==> src/rtl/adder_arb_pkg.sv <==
// Shared constants and FSM state type for the round-robin adder arbiter.
package adder_arb_pkg;

  localparam int W_DEF    = 3;
  localparam int NREQ_DEF = 4;

  typedef enum logic [1:0] {
    IDLE = 2'd0,
    CALC = 2'd1,
    RESP = 2'd2
  } state_e;

endpackage

==> src/rtl/adder_core.sv <==
// W-bit ripple-carry adder assembled from full-adder bit slices; purely combinational.
module adder_core #(
  parameter int W = 3
) (
  input  logic [W-1:0] a,
  input  logic [W-1:0] b,
  input  logic         cin,
  output logic [W-1:0] sum,
  output logic         cout
);

  logic [W:0] carry_s;

  assign carry_s[0] = cin;

  for (genvar i = 0; i < W; i++) begin : g_slice
    // One full-adder slice: sum bit and carry into the next slice.
    assign sum[i]       = a[i] ^ b[i] ^ carry_s[i];
    assign carry_s[i+1] = (a[i] & b[i]) | (carry_s[i] & (a[i] ^ b[i]));
  end

  assign cout = carry_s[W];

endmodule

==> src/rtl/tt_um_adder_arbiter.sv <==
// Round-robin arbiter that shares one adder core between NREQ requesters and
// returns a registered, ID-tagged result under a valid/ready handshake.
module tt_um_adder_arbiter
  import adder_arb_pkg::*;
#(
  parameter int NREQ = NREQ_DEF,
  parameter int W    = W_DEF,
  parameter int IDW  = $clog2(NREQ)
) (
  input  logic              clk,
  input  logic              rst,
  input  logic [NREQ-1:0]   req,
  input  logic [NREQ*W-1:0] a_in,
  input  logic [NREQ*W-1:0] b_in,
  input  logic [NREQ-1:0]   cin_in,
  output logic [NREQ-1:0]   gnt,
  output logic              res_valid,
  input  logic              res_ready,
  output logic [W-1:0]      res_sum,
  output logic              res_cout,
  output logic [IDW-1:0]    res_id
);

  state_e            state_q, state_d;
  logic [IDW-1:0]    last_q, last_d;
  logic [W-1:0]      op_a_q, op_a_d;
  logic [W-1:0]      op_b_q, op_b_d;
  logic              op_cin_q, op_cin_d;
  logic [NREQ-1:0]   gnt_q, gnt_d;
  logic              res_valid_q, res_valid_d;
  logic [W-1:0]      res_sum_q, res_sum_d;
  logic              res_cout_q, res_cout_d;
  logic [IDW-1:0]    res_id_q, res_id_d;

  logic [IDW-1:0]    winner_s;
  logic [W-1:0]      core_sum_s;
  logic              core_cout_s;

  adder_core #(.W(W)) u_core (
    .a    (op_a_q),
    .b    (op_b_q),
    .cin  (op_cin_q),
    .sum  (core_sum_s),
    .cout (core_cout_s)
  );

  // Round-robin pick: first set req bit starting just after the last winner, wrapping.
  always_comb begin
    int  idx;
    logic found;
    winner_s = '0;
    found    = 1'b0;
    for (int k = 1; k <= NREQ; k++) begin
      idx = int'(last_q) + k;
      if (idx >= NREQ) begin
        idx = idx - NREQ;
      end else begin
        idx = idx;
      end
      if (!found && req[idx]) begin
        winner_s = IDW'(idx);
        found    = 1'b1;
      end else begin
        found    = found;
      end
    end
  end

  // Next-state and next-register logic for the IDLE -> CALC -> RESP sequence.
  always_comb begin
    state_d     = state_q;
    last_d      = last_q;
    op_a_d      = op_a_q;
    op_b_d      = op_b_q;
    op_cin_d    = op_cin_q;
    gnt_d       = '0;
    res_valid_d = res_valid_q;
    res_sum_d   = res_sum_q;
    res_cout_d  = res_cout_q;
    res_id_d    = res_id_q;
    case (state_q)
      IDLE: begin
        if (req != '0) begin
          op_a_d   = a_in[winner_s*W +: W];
          op_b_d   = b_in[winner_s*W +: W];
          op_cin_d = cin_in[winner_s];
          gnt_d    = {{(NREQ-1){1'b0}}, 1'b1} << winner_s;
          last_d   = winner_s;
          state_d  = CALC;
        end else begin
          state_d  = IDLE;
        end
      end
      CALC: begin
        res_sum_d   = core_sum_s;
        res_cout_d  = core_cout_s;
        res_id_d    = last_q;
        res_valid_d = 1'b1;
        state_d     = RESP;
      end
      RESP: begin
        if (res_ready) begin
          res_valid_d = 1'b0;
          state_d     = IDLE;
        end else begin
          state_d     = RESP;
        end
      end
      default: begin
        res_valid_d = 1'b0;
        state_d     = IDLE;
      end
    endcase
  end

  // State and datapath registers with synchronous active-low reset.
  always_ff @(posedge clk) begin
    if (!rst) begin
      state_q     <= IDLE;
      last_q      <= IDW'(NREQ - 1);
      op_a_q      <= '0;
      op_b_q      <= '0;
      op_cin_q    <= 1'b0;
      gnt_q       <= '0;
      res_valid_q <= 1'b0;
      res_sum_q   <= '0;
      res_cout_q  <= 1'b0;
      res_id_q    <= '0;
    end else begin
      state_q     <= state_d;
      last_q      <= last_d;
      op_a_q      <= op_a_d;
      op_b_q      <= op_b_d;
      op_cin_q    <= op_cin_d;
      gnt_q       <= gnt_d;
      res_valid_q <= res_valid_d;
      res_sum_q   <= res_sum_d;
      res_cout_q  <= res_cout_d;
      res_id_q    <= res_id_d;
    end
  end

  assign gnt       = gnt_q;
  assign res_valid = res_valid_q;
  assign res_sum   = res_sum_q;
  assign res_cout  = res_cout_q;
  assign res_id    = res_id_q;

endmodule

==> config.mk <==
export PLATFORM = sky130hd
export DESIGN_NAME = tt_um_adder_arbiter
export DESIGN_NICKNAME = d
export VERILOG_FILES = /design/src/rtl/adder_arb_pkg.sv /design/src/rtl/adder_core.sv /design/src/rtl/tt_um_adder_arbiter.sv
export SDC_FILE = /design/constraint.sdc
export NUM_CORES = 1
export LEC_CHECK = 0
export ABC_AREA = 1
export BUFFER_PORTS_ARGS = -buffer_cell sky130_fd_sc_hd__buf_2
export CAP_MARGIN = 20
export CORE_ASPECT_RATIO = 1.5
export CORE_MARGIN = 2
export CORE_UTILIZATION = 54
export CTS_BUF_LIST = sky130_fd_sc_hd__clkbuf_16
export CTS_CLUSTER_SIZE = 40
export DETAILED_ROUTE_END_ITERATION = 6
export GPL_TIMING_DRIVEN = 0
export PLACE_DENSITY = 0.85
export SYNTH_ARGS = -nofsm -noshare
export SYNTH_HDL_FRONTEND = slang
export SYNTH_SLANG_ARGS = --single-unit
==> constraint.sdc <==
create_clock -name clk -period 5 [get_ports clk]
set_clock_uncertainty 0.15 [all_clocks]
set_input_delay 1 -clock clk [delete_from_list [all_inputs] [get_ports clk]]
set_output_delay 1 -clock clk [all_outputs]
set_load 0.02 [all_outputs]
==> impl_metrics.toml <==
[outcome]
status = "finished clean"

[die]
rows = 22
die_area_mm2 = 0.00310
die_y_um = 67.2
initial_core_util = 0.581
io_pins = 46
die_x_um = 46.1
fp.coreArea_mm2 = 0.00248

[min_path]
hold_depth = 2
min_from = "op_a_q[0]$_SDFFE_PN0P_"
hp-class = "reg -> reg"
min_to = "op_a_q[0]$_SDFFE_PN0P_"

[yosys]
async_reset_ff_frac = 0
avgSynthCellArea_um2 = 6.69
synth-seq-area-share = 0.306
muxShareOfSynthArea = 0
synth_top_family_by_area = "simple AND/OR/NAND/NOR gates"
syn_area_mm2 = 0.00144
ys_warn_count = 0
synth_cell_type_count = 27
yosysTopAreaCell = "dfxtp_1"
synth_edf_count = 0
synth_compound_area_frac = 0.0852
synth_ff_type = "dfxtp_1"
synth_cells = 215
synth_fa_ha_area_frac = 0.0417
post_synth_and_or_nand_nor_area_fraction = 0.441
synth_fp_nets = 253
synth-xor-area-share = 0
yosysTopAreaCellShare = 0.306
ys_ff_latch = 22
synth_area_leaders = "dfxtp_1 (31%), nand2_1 (16%), nand3_1 (13%)"

[global_route]
antenna_found_initial = 0
grt_pass1_vias = 1406
grt_pass1_wl_um = 5800
grt_overflow = 0
grt_use_total = 0.250
grt_max_degree = 14

[timing]
finalSetupViolCount = 0
fin_crit_ns = 2.38
max_slew.worst_pin.slew_ns = 0.596
slew_viol_final = 0
tns_ns = 0
fin_crit_sh = 0.477
max_freq_mhz = 420
relSlewSlack = 0.601
setup_ws_ns = 2.62
final-hold-violation-count = 0
rsz0062_at_grt = "no"

[critical_path]
crit_buf_inv = 3
path_cells = "buf_2 -> inv_1 -> nand2_1 -> nand3_1 -> nand2_2 -> nor2_8 -> nand2_2 -> nand2_4 -> nand2_4 -> buf_6 -> nand2_1 -> nand3_1 -> nand3_1 -> nand2_1"
cp_data_required_time_ns = 5.00
path_class = "in -> reg"
critPathTopFamily = "simple AND/OR/NAND/NOR gates"
crit_start = "req[2]"
arrival_ns = 2.39
timing.rr.start = "last_q[1]$_SDFFE_PN1P_"
cpMaxStageDelayCell = "nor2_8"
rr_worst_depth = 14
crit_path_start_kind = "input pin"
ff2ff_setup_slack_ns = 2.96
max_stage_delay_ns = 0.15
r2r-end = "op_b_q[2]$_SDFFE_PN0P_"
cp_max_fo = 10
endpoint_kind = "register"

[layout]
fin_nets = 303
drive_above_1_share = 0.277
layout_common_cells = "nand2_1 (61), buf_2 (46), nand3_1 (38)"
fillCellCount = 227
final_common_cell = "nand2_1"
diodes = 0
syn2layout_area_growth_pct = 25.0

[clock_network]
holdBufCountCts = 0
cts-resized-gates = 0
clock_path_buffers = 2
htree_levels = 1
cts_root_buf = "clkbuf_16"
clk_latency_ns = 0.25
clk_pin_slew_ns = 0.06
cts.sinks = 22
postCtsSetupRepairBufs = 0
cts_tree = "built"
cts_made_buffers = 3

[power]
p_per_area_mw_per_mm2 = 736
power.total_w = 0.00132
peakVddDrop_v = 0.000585
power.leakage_nw = 0.999

[detailed_routing]
ant_nets = 0
vias = 1521
wl_per_cell_um = 11.9
wl_um = 3430
dr.pass1.iters = 4
drc = 0
drt_iter0_drc = 48
via_per_inst = 5.28

[place]
place_congestion = 0.794
dp_slack_ns = 2.36
io_buffers = 45
dpl.hpwl_um = 2450

[job]
max_cap_viol_count = 0
-- synthesized netlist by cell type (all sizes together), types with 3 or more instances --
library cell,number
a21oi,9
buf,4
dfxtp,22
fa,3
inv,37
nand2,73
nand3,38
nand4,3
nor2,9
nor3,3
o21ai,8
-- tightest hold or removal path, cell delays in order (launching register included) --
cell and delay (ns):
dfxtp_1 0.30, nand2_1 0.06, nand2_1 0.04
-- per-layer routing --
metal / part of all wire / vias to the layer above / track usage
met4: 0.028 / 0 / 0.114
met1: 0.40 / 688 / 0.291
li1: - / 778 / -
met3: 0.031 / 13 / 0.0348
met2: 0.54 / 42 / 0.436
met5: 0 / - / 0
-- report_power, final --
group | internal (W) | switching (W)
clock network | 0.000159 | 0.0000614
registers | 0.000225 | 0.0000285
logic | 0.000298 | 0.000553
-- how the worst max path moves through the flow --
stage | slack, ns | depth (start not counted) | to
floorplan | 2.68 | 13 | op_a_q[2]$_SDFFE_PN0P_
global placement | 2.40 | 14 | op_cin_q$_SDFFE_PN0P_
detailed placement | 2.36 | 14 | op_b_q[2]$_SDFFE_PN0P_
CTS | 2.62 | 14 | op_b_q[2]$_SDFFE_PN0P_
global route | 2.49 | 14 | op_a_q[0]$_SDFFE_PN0P_
finish | 2.62 | 14 | op_b_q[2]$_SDFFE_PN0P_
-- sequential cells by signal, summed over array words and instances (netlist names) --
name,flops
res_id,2
res_sum,3
state_q,2
op_cin_q,1
op_b_q,3
op_a_q,3
res_valid,1
gnt,4
res_cout,1
last_q,2
-- cell families after synthesis --
group,after synthesis
compound gates,19
buf+inv,43
flops,22
simple gates,128
fa+ha+maj,3
-- area by class of cell --
class	instances	area (um^2)	area share
plain buffers	5	38.8	0.0216
clock buffers	3	75.1	0.0417
clock inverters	1	30.0	0.0167
inverters	38	143	0.0793
multi-input cells	150	817	0.454
flip-flops and latches	22	440	0.245
well taps	24	30.0	0.0167
repair buffers	45	225	0.125
-- per-stage QoR --
stage	util	cell area (um^2)	std cells	hold slack, ns
2_1_floorplan	-	1440	215	0.276
3_3_place_gp	0.684	1690	284	0.290
3_5_place_dp	0.684	1690	284	0.289
4_1_cts	0.726	1800	288	0.302
5_1_grt	0.726	1800	288	0.325
6_report	0.726	1800	288	0.298
Note: power is estimated with default switching activity, not from simulation.
